$ cat src/rtl/ysyx_23060203_ifu_pkg.sv
// Shared IFU types: prediction modes, RV32 opcode fields, immediate decoders, queue entry.
// Latency: n/a (types and pure functions). Backpressure: n/a.
// Users: fetch queue top and its FIFO.
package ysyx_23060203_ifu_pkg;

    typedef enum logic [1:0] {
        PRED_NONE     = 2'd0,
        PRED_BTFN     = 2'd1,
        PRED_BTFN_JAL = 2'd2
    } pred_mode_t;

    localparam logic [4:0] OPC_BRANCH = 5'b11000;
    localparam logic [4:0] OPC_JAL    = 5'b11011;

    typedef struct packed {
        logic [31:0] pc;
        logic [31:0] inst;
        logic        taken;
    } fq_entry_t;

    function automatic logic [31:0] imm_b(input logic [31:0] inst);
        return {{20{inst[31]}}, inst[7], inst[30:25], inst[11:8], 1'b0};
    endfunction

    function automatic logic [31:0] imm_j(input logic [31:0] inst);
        return {{12{inst[31]}}, inst[19:12], inst[20], inst[30:21], 1'b0};
    endfunction

endpackage

$ cat src/rtl/ysyx_23060203_fetch_fifo.sv
// Synchronous FIFO with clear; head read straight out of the storage flops.
// Latency: push visible at head one cycle later. Backpressure: push accepted when not full or popping.
// Clear empties the queue; reset also zeroes storage so the head reads zero.
module ysyx_23060203_fetch_fifo #(
    parameter type T     = logic [31:0],
    parameter int  DEPTH = 4
) (
    input  logic                     clock,
    input  logic                     reset,
    input  logic                     clear,
    input  logic                     push,
    input  T                         push_dat,
    input  logic                     pop,
    output T                         head_dat,
    output logic                     full,
    output logic                     empty,
    output logic [$clog2(DEPTH):0]   count
);
    localparam int AW = $clog2(DEPTH);

    T               mem [DEPTH];
    logic [AW-1:0]  wptr;
    logic [AW-1:0]  rptr;
    logic           pop_ok;
    logic           push_ok;

    assign empty   = (count == '0);
    assign full    = (count == (AW+1)'(DEPTH));
    assign pop_ok  = pop & ~empty;
    assign push_ok = push & (~full | pop_ok);

    always_ff @(posedge clock) begin
        if (reset) begin
            for (int i = 0; i < DEPTH; i++) begin
                mem[i] <= '0;
            end
            wptr  <= '0;
            rptr  <= '0;
            count <= '0;
        end else if (clear) begin
            wptr  <= '0;
            rptr  <= '0;
            count <= '0;
        end else begin
            if (push_ok) begin
                mem[wptr] <= push_dat;
                wptr      <= wptr + 1'b1;
            end
            if (pop_ok) begin
                rptr <= rptr + 1'b1;
            end
            if (push_ok & ~pop_ok) begin
                count <= count + 1'b1;
            end else if (pop_ok & ~push_ok) begin
                count <= count - 1'b1;
            end
        end
    end

    assign head_dat = mem[rptr];

endmodule

$ cat src/rtl/ysyx_23060203_ifu_fq.sv
// Instruction fetch unit with static next-PC prediction feeding a fetch queue toward decode.
// Latency: I-cache hit in cycle t appears at the queue head in t+1. Backpressure: full queue holds ic_addr.
// Flush drops the queue; a redirect during an outstanding miss is parked until that miss returns.
module ysyx_23060203_ifu_fq
    import ysyx_23060203_ifu_pkg::*;
#(
    parameter logic [31:0] RESET_PC  = 32'h8000_0000,
    parameter int          QDEPTH    = 4,
    parameter int          PRED_MODE = 2
) (
    input  logic                        clock,
    input  logic                        reset,
    input  logic                        flush,
    input  logic [31:0]                 dnpc,
    input  logic                        fencei,
    output logic [31:0]                 ic_addr,
    input  logic                        ic_hit,
    input  logic [31:0]                 ic_inst,
    output logic                        ic_fencei,
    input  logic                        out_ready,
    output logic                        out_valid,
    output logic [31:0]                 out_pc,
    output logic [31:0]                 out_inst,
    output logic                        out_pred_taken,
    output logic [$clog2(QDEPTH):0]     q_count
);
    localparam bit BR_EN  = (PRED_MODE >= int'(PRED_BTFN));
    localparam bit JAL_EN = (PRED_MODE == int'(PRED_BTFN_JAL));

    logic [31:0] fetch_pc;
    logic [31:0] redir_pc;
    logic [31:0] pred_pc;
    logic        redir_pend;
    logic        miss_inflight;
    logic        is_br;
    logic        is_jal;
    logic        pred_taken;
    logic        push;
    logic        pop;
    logic        full;
    logic        empty;
    fq_entry_t   push_dat;
    fq_entry_t   head_dat;

    // Backward conditional branches are predicted taken (sign bit of imm_b is inst[31]).
    assign is_br      = BR_EN && (ic_inst[6:2] == OPC_BRANCH) && ic_inst[31];
    assign is_jal     = JAL_EN && (ic_inst[6:2] == OPC_JAL);
    assign pred_taken = is_br | is_jal;

    always_comb begin
        pred_pc = fetch_pc + 32'd4;
        if (is_br) begin
            pred_pc = fetch_pc + imm_b(ic_inst);
        end else if (is_jal) begin
            pred_pc = fetch_pc + imm_j(ic_inst);
        end
    end

    assign out_valid = ~empty & ~flush;
    assign pop       = out_valid & out_ready;
    assign push      = ic_hit & ~redir_pend & ~flush & (~full | pop);
    assign push_dat  = '{pc: fetch_pc, inst: ic_inst, taken: pred_taken};

    always_ff @(posedge clock) begin
        if (reset) begin
            fetch_pc      <= RESET_PC;
            redir_pc      <= '0;
            redir_pend    <= 1'b0;
            miss_inflight <= 1'b0;
        end else begin
            miss_inflight <= ~ic_hit;
            if (flush) begin
                // The cache may only see a new address once no miss is outstanding.
                if (ic_hit | ~miss_inflight) begin
                    fetch_pc      <= dnpc;
                    redir_pend    <= 1'b0;
                    miss_inflight <= 1'b0;
                end else begin
                    redir_pc   <= dnpc;
                    redir_pend <= 1'b1;
                end
            end else if (ic_hit & redir_pend) begin
                fetch_pc   <= redir_pc;
                redir_pend <= 1'b0;
            end else if (push) begin
                fetch_pc <= pred_pc;
            end
        end
    end

    ysyx_23060203_fetch_fifo #(
        .T     (fq_entry_t),
        .DEPTH (QDEPTH)
    ) u_fifo (
        .clock    (clock),
        .reset    (reset),
        .clear    (flush),
        .push     (push),
        .push_dat (push_dat),
        .pop      (pop),
        .head_dat (head_dat),
        .full     (full),
        .empty    (empty),
        .count    (q_count)
    );

    assign ic_addr        = fetch_pc;
    assign ic_fencei      = fencei;
    assign out_pc         = head_dat.pc;
    assign out_inst       = head_dat.inst;
    assign out_pred_taken = head_dat.taken;

`ifndef SYNTHESIS
    logic [31:0] perf_ifu_inst;
    logic [31:0] perf_ifu_wait;
    logic [31:0] perf_ifu_hold;

    always_ff @(posedge clock) begin
        if (reset) begin
            perf_ifu_inst <= '0;
            perf_ifu_wait <= '0;
            perf_ifu_hold <= '0;
        end else begin
            if (pop)          perf_ifu_inst <= perf_ifu_inst + 32'd1;
            if (~ic_hit)      perf_ifu_wait <= perf_ifu_wait + 32'd1;
            if (full & ~pop)  perf_ifu_hold <= perf_ifu_hold + 32'd1;
        end
    end
`endif

endmodule
$ cat config.mk
export PLATFORM = sky130hd
export DESIGN_NAME = ysyx_23060203_ifu_fq
export DESIGN_NICKNAME = d
export VERILOG_FILES = /design/src/rtl/ysyx_23060203_ifu_pkg.sv /design/src/rtl/ysyx_23060203_fetch_fifo.sv /design/src/rtl/ysyx_23060203_ifu_fq.sv
export SDC_FILE = /design/constraint.sdc
export NUM_CORES = 1
export LEC_CHECK = 0
export CAP_MARGIN = 10
export CELL_PAD_IN_SITES_DETAIL_PLACEMENT = 1
export CELL_PAD_IN_SITES_GLOBAL_PLACEMENT = 1
export CORE_MARGIN = 3
export CORE_UTILIZATION = 33
export DETAILED_ROUTE_END_ITERATION = 12
export GPL_TIMING_DRIVEN = 0
export PLACE_DENSITY = 0.73
export SLEW_MARGIN = 10
export SYNTH_ARGS = -nofsm -noshare
export SYNTH_HDL_FRONTEND = slang
export SYNTH_SLANG_ARGS = --single-unit
$ cat constraint.sdc
create_clock -name clock -period 7.7 [get_ports clock]
set_input_delay 0.77 -clock clock [delete_from_list [all_inputs] [get_ports clock]]
set_output_delay 0.77 -clock clock [all_outputs]
set_load 0.005 [all_outputs]
==> results.md, run 1 <==
- Setup Fix Bufs, Post-CTS: 0
- CP arrival: 4930 ps
- Mapped cell area: around 18000 um^2
- WS Path Type: primary input to flip-flop
- Sequential standard cell area: 9310 um^2
- CTS Hold Buffers Added: 0
- Place WS: 2780 ps
- Via density: 5.61
- Delay-heaviest family, CP: buffers and inverters
- First-pass GRT wire length: 98800 um
- First DRT Iteration DRCs: 1280
- Slowest cell delay on critical path: 1100 ps
- Crit path required time: slightly above 8000 ps
- Detailed-route via count: 15100
- Initial antenna violation count: 1
- Relative slew margins: 14.8%
- Routed WL per cell: 25.1 um
- Synth Net Count: 1864
- Tmin final: 4480 ps
- Ys flop type: edfxtp_1
- PD cells: 212 nW/um^2
- Critical Path Start Type: primary input
- R2R setup slack: 3720 ps
- Sequential share of the synthesized area: 51.3%
- Syn. warnings: 0
- # resized after CTS: 0
- Hold_ws: around 450 ps
- Crit-path cells: clkdlybuf4s50_1 -> ha_1 -> clkbuf_1 -> nand4_1 -> nor3_1 -> o21ai_0 -> o211ai_1 -> xor2_1 -> a211o_1 -> a22o_1
- Wirelength, routed: approximately 68000 um
- CTS max path bufs: 3
- Largest net degree at the start of global routing: 51
- HP Class: flip-flop to flip-flop
- Drt first pass iters: 5
- Non-filler instance count after layout: 2688
- CTS sink count: 335
- RSZ-0062 raised after global routing: false
- R2R depth: 7
- Share of layout cells above drive strength 1: under 10%
- Max VDD drop: 0.146 mV
- Port Buffers: 169
- Die W: 241 um
- Max-cap violation count: 0
- Cells after DPL: about 2600
- Post-route ant nets: 0
- Crit. End Element: flip-flop
- Most frequent cells in the layout: edfxtp_1 (260), nor2_1 (258), nand2_1 (214)
- Starting density of the core: 33.5%
- Slew @ Worst Pin: 1270 ps
- Setup Viol. Count Final: 0
- Fin nets: roughly 2100
- Worst path slowest cell: clkdlybuf4s50_1
- Fill cells: 5937
- Max Transition Viols Final: 0
- Post-synth ARST share: 0%
- Most common cell after layout, fill and taps aside: edfxtp_1
- Detail Placement HPWL: 49500 um
- Mean post-synth cell area: 10.4 um^2
- Drt drc: 0
- Row cnt: 85
- Full die area: a little under 60000 um^2
- Die Y: 241 um
- CP max FO: 27
- WP buf/inv: 2
- CTS buffer count: 38
- Worst Hold Endpoint: redir_pc[16]
- Number of synthesized flops with an enable pin: 260
- IO Count: 172
- Design Power: around 4.7 mW
- Max Fclk: 223 MHz
- Gr usage total: a little under a quarter
- Placer congestion estimate: 0.935
- Worst-skew pair later-pin latency: 560 ps
- Fin Setup TNS: 0 ps
- Min-Delay Path Depth: 2
- Core ar.: 54100 um^2
- Worst-path clk slew: approximately 60 ps
- TritonCTS clock tree: yes
- Final Cycle Share: 58.1%
- Final count of hold timing violations: 0
- Status: finished, final reports clean
- Synth Register Bits: 335
- Area grow syn2layout: 22.3%
- Yosys cell types: between 80 and 90
- Worst setup margin: between 3000 and 4000 ps
- Clock skew: 16.5 ps
- Reg2reg start: u_fifo.count[0]
- GRT overflow: 0
- Vias in the first global route: 15500
- Synthesized instance count: 1746
- Root buf cell: clkbuf_16
- Lkg Pwr: 8.39 nW
- Multi-input logic area: 8090 um^2
- H-tree levels: 2
- Hold Path Origin: redir_pc[16]
- Worst r2r dst: u_fifo.mem[0][21]
==> worst max path at each step <==
stage	endpoint	slack, ps	depth (start not counted)	start
after floorplan	u_fifo.mem[0][0]	2900	3	ic_hit
after global placement	u_fifo.mem[1][60]	-940	4	out_ready
after detailed placement	ic_addr[30]	2780	10	ic_inst[31]
after CTS	out_inst[22]	3270	4	flip-flop
after global routing	ic_addr[30]	3090	10	ic_inst[31]
final	ic_addr[30]	3220	10	ic_inst[31]
==> synthesized netlist by cell type, types with 8 or more instances <==
master	number	area, um^2
a21o_1	25	188
xnor2_1	30	263
a21oi_1	120	601
inv_1	84	315
buf_1	10	37.5
clkbuf_1	99	372
dfxtp_1	75	1500
a211oi_1	22	165
a311oi_1	17	149
and3_1	51	319
ha_1	45	563
o21bai_1	11	82.6
nand2_1	214	803
a31oi_1	8	50.1
nand4_1	18	113
o21ai_1	10	50.1
nand3_1	34	170
edfxtp_1	260	7810
nor2_1	258	968
nand2b_1	12	75.1
and2_1	8	50.1
mux4_2	65	1460
nor3_1	29	145
o211ai_1	18	135
mux2i_1	8	80.1
xor2_1	25	219
or3_1	17	106
o21ai_0	44	220
==> registers in the layout, indices dropped and copies added, names as in the netlist, named ones only <==
| signal | flops |
|---|---|
| redir_pend | 1 |
| u_fifo.count | 3 |
| ic_addr | 32 |
| u_fifo.wptr | 2 |
| miss_inflight | 1 |
| u_fifo.mem | 260 |
| u_fifo.rptr | 2 |
| redir_pc | 32 |
==> layer usage <==
layer	global-route usage [%]	routed length (um)	part of all wire, %
met3	3.93	4630	6.9
met4	7.58	2180	3.2
met1	31.0	29000	43
met5	0	0	0
met2	37.7	31800	47
==> power by group <==
part / internal [mW] / total [mW] / switching (mW)
Combinational: 0.305 / 0.760 / 0.455
Sequential: 2.03 / 2.11 / 0.0814
Clock: 1.08 / 1.84 / 0.759
==> stage by stage <==
stage	instance area (um^2)	util [%]
2_1_floorplan	18100	-
3_3_place_gp	20700	38.3
3_5_place_dp	20900	38.7
4_1_cts	22200	41.0
5_1_grt	22200	41.0
6_report	22200	41.0
==> layout make-up <==
cell class	count	area share [%]
sequential	335	41.9
antenna	1	0.0113
clock buffer	54	5.00
timing repair buffer	177	8.48
multi-input combinational	1207	36.5
clock inverter	14	0.648
inverter	84	1.42
buffer	120	2.13
tap	696	3.92
==> kinds of logic (layout without fill, tap and decap cells) <==
logic type / after synthesis / after routing / synth area share (%)
AOI/OAI and AO/OA: 354 / 354 / 13.0
xor gates and xnor gates: 55 / 55 / 2.65
adders and majority gates: 48 / 48 / 3.43
buffers and inverters: 204 / 449 / 4.34
DFF: 335 / 335 / 51.3
muxes: 76 / 76 / 8.69
other: 0 / 1 / 0
and+or+nand+nor: 674 / 674 / 16.6
==> tightest hold or removal path: cells and delay by family, from the launching register on <==
| family | cells | cell delay, ps |
|---|---|---|
| flip-flops | 1 | 300 |
| AND/OR/NAND/NOR | 1 | 50 |
| AO/OA/AOI/OAI | 1 | 50 |
No activity file was read; power rests on OpenSTA's default activity.
==> run 2: changes to the inputs <==
==> constraint.sdc (replaced) <==
create_clock -name clock -period 4.2 [get_ports clock]
set_input_delay 0.42 -clock clock [delete_from_list [all_inputs] [get_ports clock]]
set_output_delay 0.42 -clock clock [all_outputs]
set_load 0.005 [all_outputs]
==> run 2 against run 1 <==
  * Via count about the same
  * First-iteration DRC count did not move
  * Sequential power grew 83%
  * Sequential share of layout area hardly changed
  * Cell count stayed put
  * Die area is the same
  * Clock skew hardly changed
  * Wire length barely moved
  * Hold slack worse by 160 ps
  * Highest routed layer unchanged
  * Core utilization is essentially flat
  * Global-route usage stayed put
==> results.md, run 2 (same netlist as run 1, synthesis figures left out) <==
- CP max FO: 10 (-63%)
- HP Class: primary input to flip-flop
- Placed cell area: 20900 um^2 (unchanged)
- Worst setup margin: 220 ps (-3000 ps)
- Max Fclk: 251 MHz
- Max Transition Viols Final: 0 (unchanged)
- Final Cycle Share: 94.8%
- Routed WL per cell: 25.1 um (about the same)
- Crit path required time: 4600 ps (-3550 ps)
- Largest register FFs: 260 (unchanged)
- Relative slew margins: 15.5% (+0.69 points)
- CTS max path bufs: 3 (unchanged)
- First-pass GRT wire length: 98800 um (unchanged)
- Full die area: 57800 um^2 (unchanged)
- Multi-input logic area: 8090 um^2 (unchanged)
- Worst-skew pair later-pin latency: 560 ps (about the same)
- Row cnt: 85 (unchanged)
- Clock skew: 16.3 ps (-0.196 ps)
- Combinational power share: 16.1% (about the same)
- Switching pwr: 2.38 mW (+83%)
- CTS sink count: 335 (unchanged)
- Share of layout cells above drive strength 1: 8.44% (unchanged)
- Worst Setup EP: u_fifo.mem[0][21]
- Sequential standard cell area: 9310 um^2 (unchanged)
- TritonCTS clock tree: yes
- GRT overflow: 0 (unchanged)
- Setup Viol. Count Final: 0 (unchanged)
- Most common cell after layout, fill and taps aside: edfxtp_1
- CTS buffer count: 38 (unchanged)
- Fin Setup TNS: 0 ps (unchanged)
- R2R depth: 7 (unchanged)
- Initial antenna violation count: 1 (unchanged)
- Drt drc: 0 (unchanged)
- Worst-path clk slew: 60 ps (about the same)
- Max-cap violation count: 0 (unchanged)
- Largest net degree at the start of global routing: 51 (unchanged)
- Detail Placement HPWL: 49500 um (unchanged)
- Vias in the first global route: 15500 (unchanged)
- Port Buffers: 169 (unchanged)
- First DRT Iteration DRCs: 1280 (unchanged)
- Drt first pass iters: 5 (unchanged)
- Place WS: -368 ps (-3150 ps)
- Die Y: 241 um (unchanged)
- CP arrival: 4380 ps (-550 ps)
- Core ar.: 54100 um^2 (unchanged)
- Most frequent cells in the layout: edfxtp_1 (260), nor2_1 (258), nand2_1 (214)
- Critical Path Start Type: flip-flop
- PD cells: 389 nW/um^2 (+83%)
- Final count of hold timing violations: 0 (unchanged)
- Gr usage total: 23.0% (unchanged)
- Crit. Startpoint: u_fifo.count[0]
- Placer congestion estimate: 0.935 (unchanged)
- Worst r2r dst: u_fifo.mem[0][21]
- Cell area after layout: 22200 um^2 (about the same)
- Post-route ant nets: 0 (unchanged)
- Area grow syn2layout: 22.3% (about the same)
- Fin nets: 2081 (unchanged)
- Root buf cell: clkbuf_16
- Hold_ws: 285 ps (-165 ps)
- Max VDD drop: 0.268 mV (+83%)
- Largest reg by FF count: u_fifo.mem
- Detailed-route via count: 15100 (-0.046%)
- R2R setup slack: 220 ps (-3500 ps)
- Seq pwr share: 44.9% (about the same)
- Tmin final: between 3000 and 4000 ps
- Slew @ Worst Pin: 1260 ps (-8.50 ps)
- Reg2reg start: u_fifo.count[0]
- H-tree levels: 2 (unchanged)
- Starting density of the core: 33.5% (unchanged)
- RSZ-0062 raised after global routing: false
- Fill cells: 5936 (-0.017%)
- IO Count: 172 (unchanged)
- Clock Power Share: 39.0% (about the same)
- Switching share of total power: 27.5% (about the same)
- Via density: 5.60 (about the same)
- Wirelength, routed: 67600 um (about the same)
- Internal power: 6.26 mW (+83%)
- Crit. End Element: flip-flop
- WS Path Type: flip-flop to flip-flop
- Die W: 241 um (unchanged)
- Lkg Pwr: 8.40 nW (+0.11%)
- Status: finished, final reports clean
## run 2: cell count changes in the layout (fill, tap and decap cells not counted), sizes merged
cell	previous run	this run
dlymetal6s2s	0	1
clkdlybuf4s50	169	168
## run 2: layout make-up
class	instances	share of cell area, %
antenna	1	0.0113
buffer	120	2.12
clock buffer	54	5.00
clock inverter	14	0.648
inverter	84	1.42
multi-input combinational	1207	36.5
sequential	335	41.9
tap	696	3.92
timing repair buffer	177	8.49
## run 2: worst min path at each step
| stage | startpoint | end | depth (start not counted) |
|---|---|---|---|
| 4_1_cts | ic_hit | miss_inflight | 2 |
| 6_report | ic_hit | miss_inflight | 2 |
| 3_5_place_dp | redir_pc[16] | redir_pc[16] | 2 |
| 2_1_floorplan | redir_pc[15] | redir_pc[15] | 2 |
| 3_3_place_gp | redir_pc[24] | redir_pc[24] | 2 |
| 5_1_grt | ic_hit | miss_inflight | 2 |
## run 2: per-layer routing
layer | GRT usage (%) | share of wire [%]
met5 | 0 | 0
met4 | 7.58 | 3.2
met3 | 3.93 | 6.9
met2 | 37.7 | 47
met1 | 31.0 | 43
## run 2: through the flow
step           util (%)  total power, mW  std cells
6_report           41.0             8.63       2688
5_1_grt            41.0             8.93       2688
4_1_cts            41.0             8.67       2687
3_5_place_dp       38.7             5.31       2619
3_3_place_gp       38.3             5.27       2611
2_1_floorplan         -             4.62       1746
## run 2: power by group through the flow
stage / combinational, mW / clock [mW] / sequential [mW]
after CTS: 1.38 / 3.42 / 3.87
after floorplan: 0.749 / 0 / 3.87
after global placement: 1.32 / 0 / 3.95
after global routing: 1.49 / 3.55 / 3.89
after detailed placement: 1.37 / 0 / 3.94
final: 1.39 / 3.37 / 3.87
## run 2: worst max-delay path, stage by stage (launching register included)
cell and delay [ps]:
dfxtp_1 500, or4b_2 300, nand3_1 680, nor2_1 710, clkbuf_1 500, buf_1 660, nand2_1 270, nor2_1 200
## run 2: timing repair
action,4_1_cts,5_1_grt
hold buffers,0,0
setup endpoints to repair,0,2
gates resized for setup,0,1
setup buffers,0,0
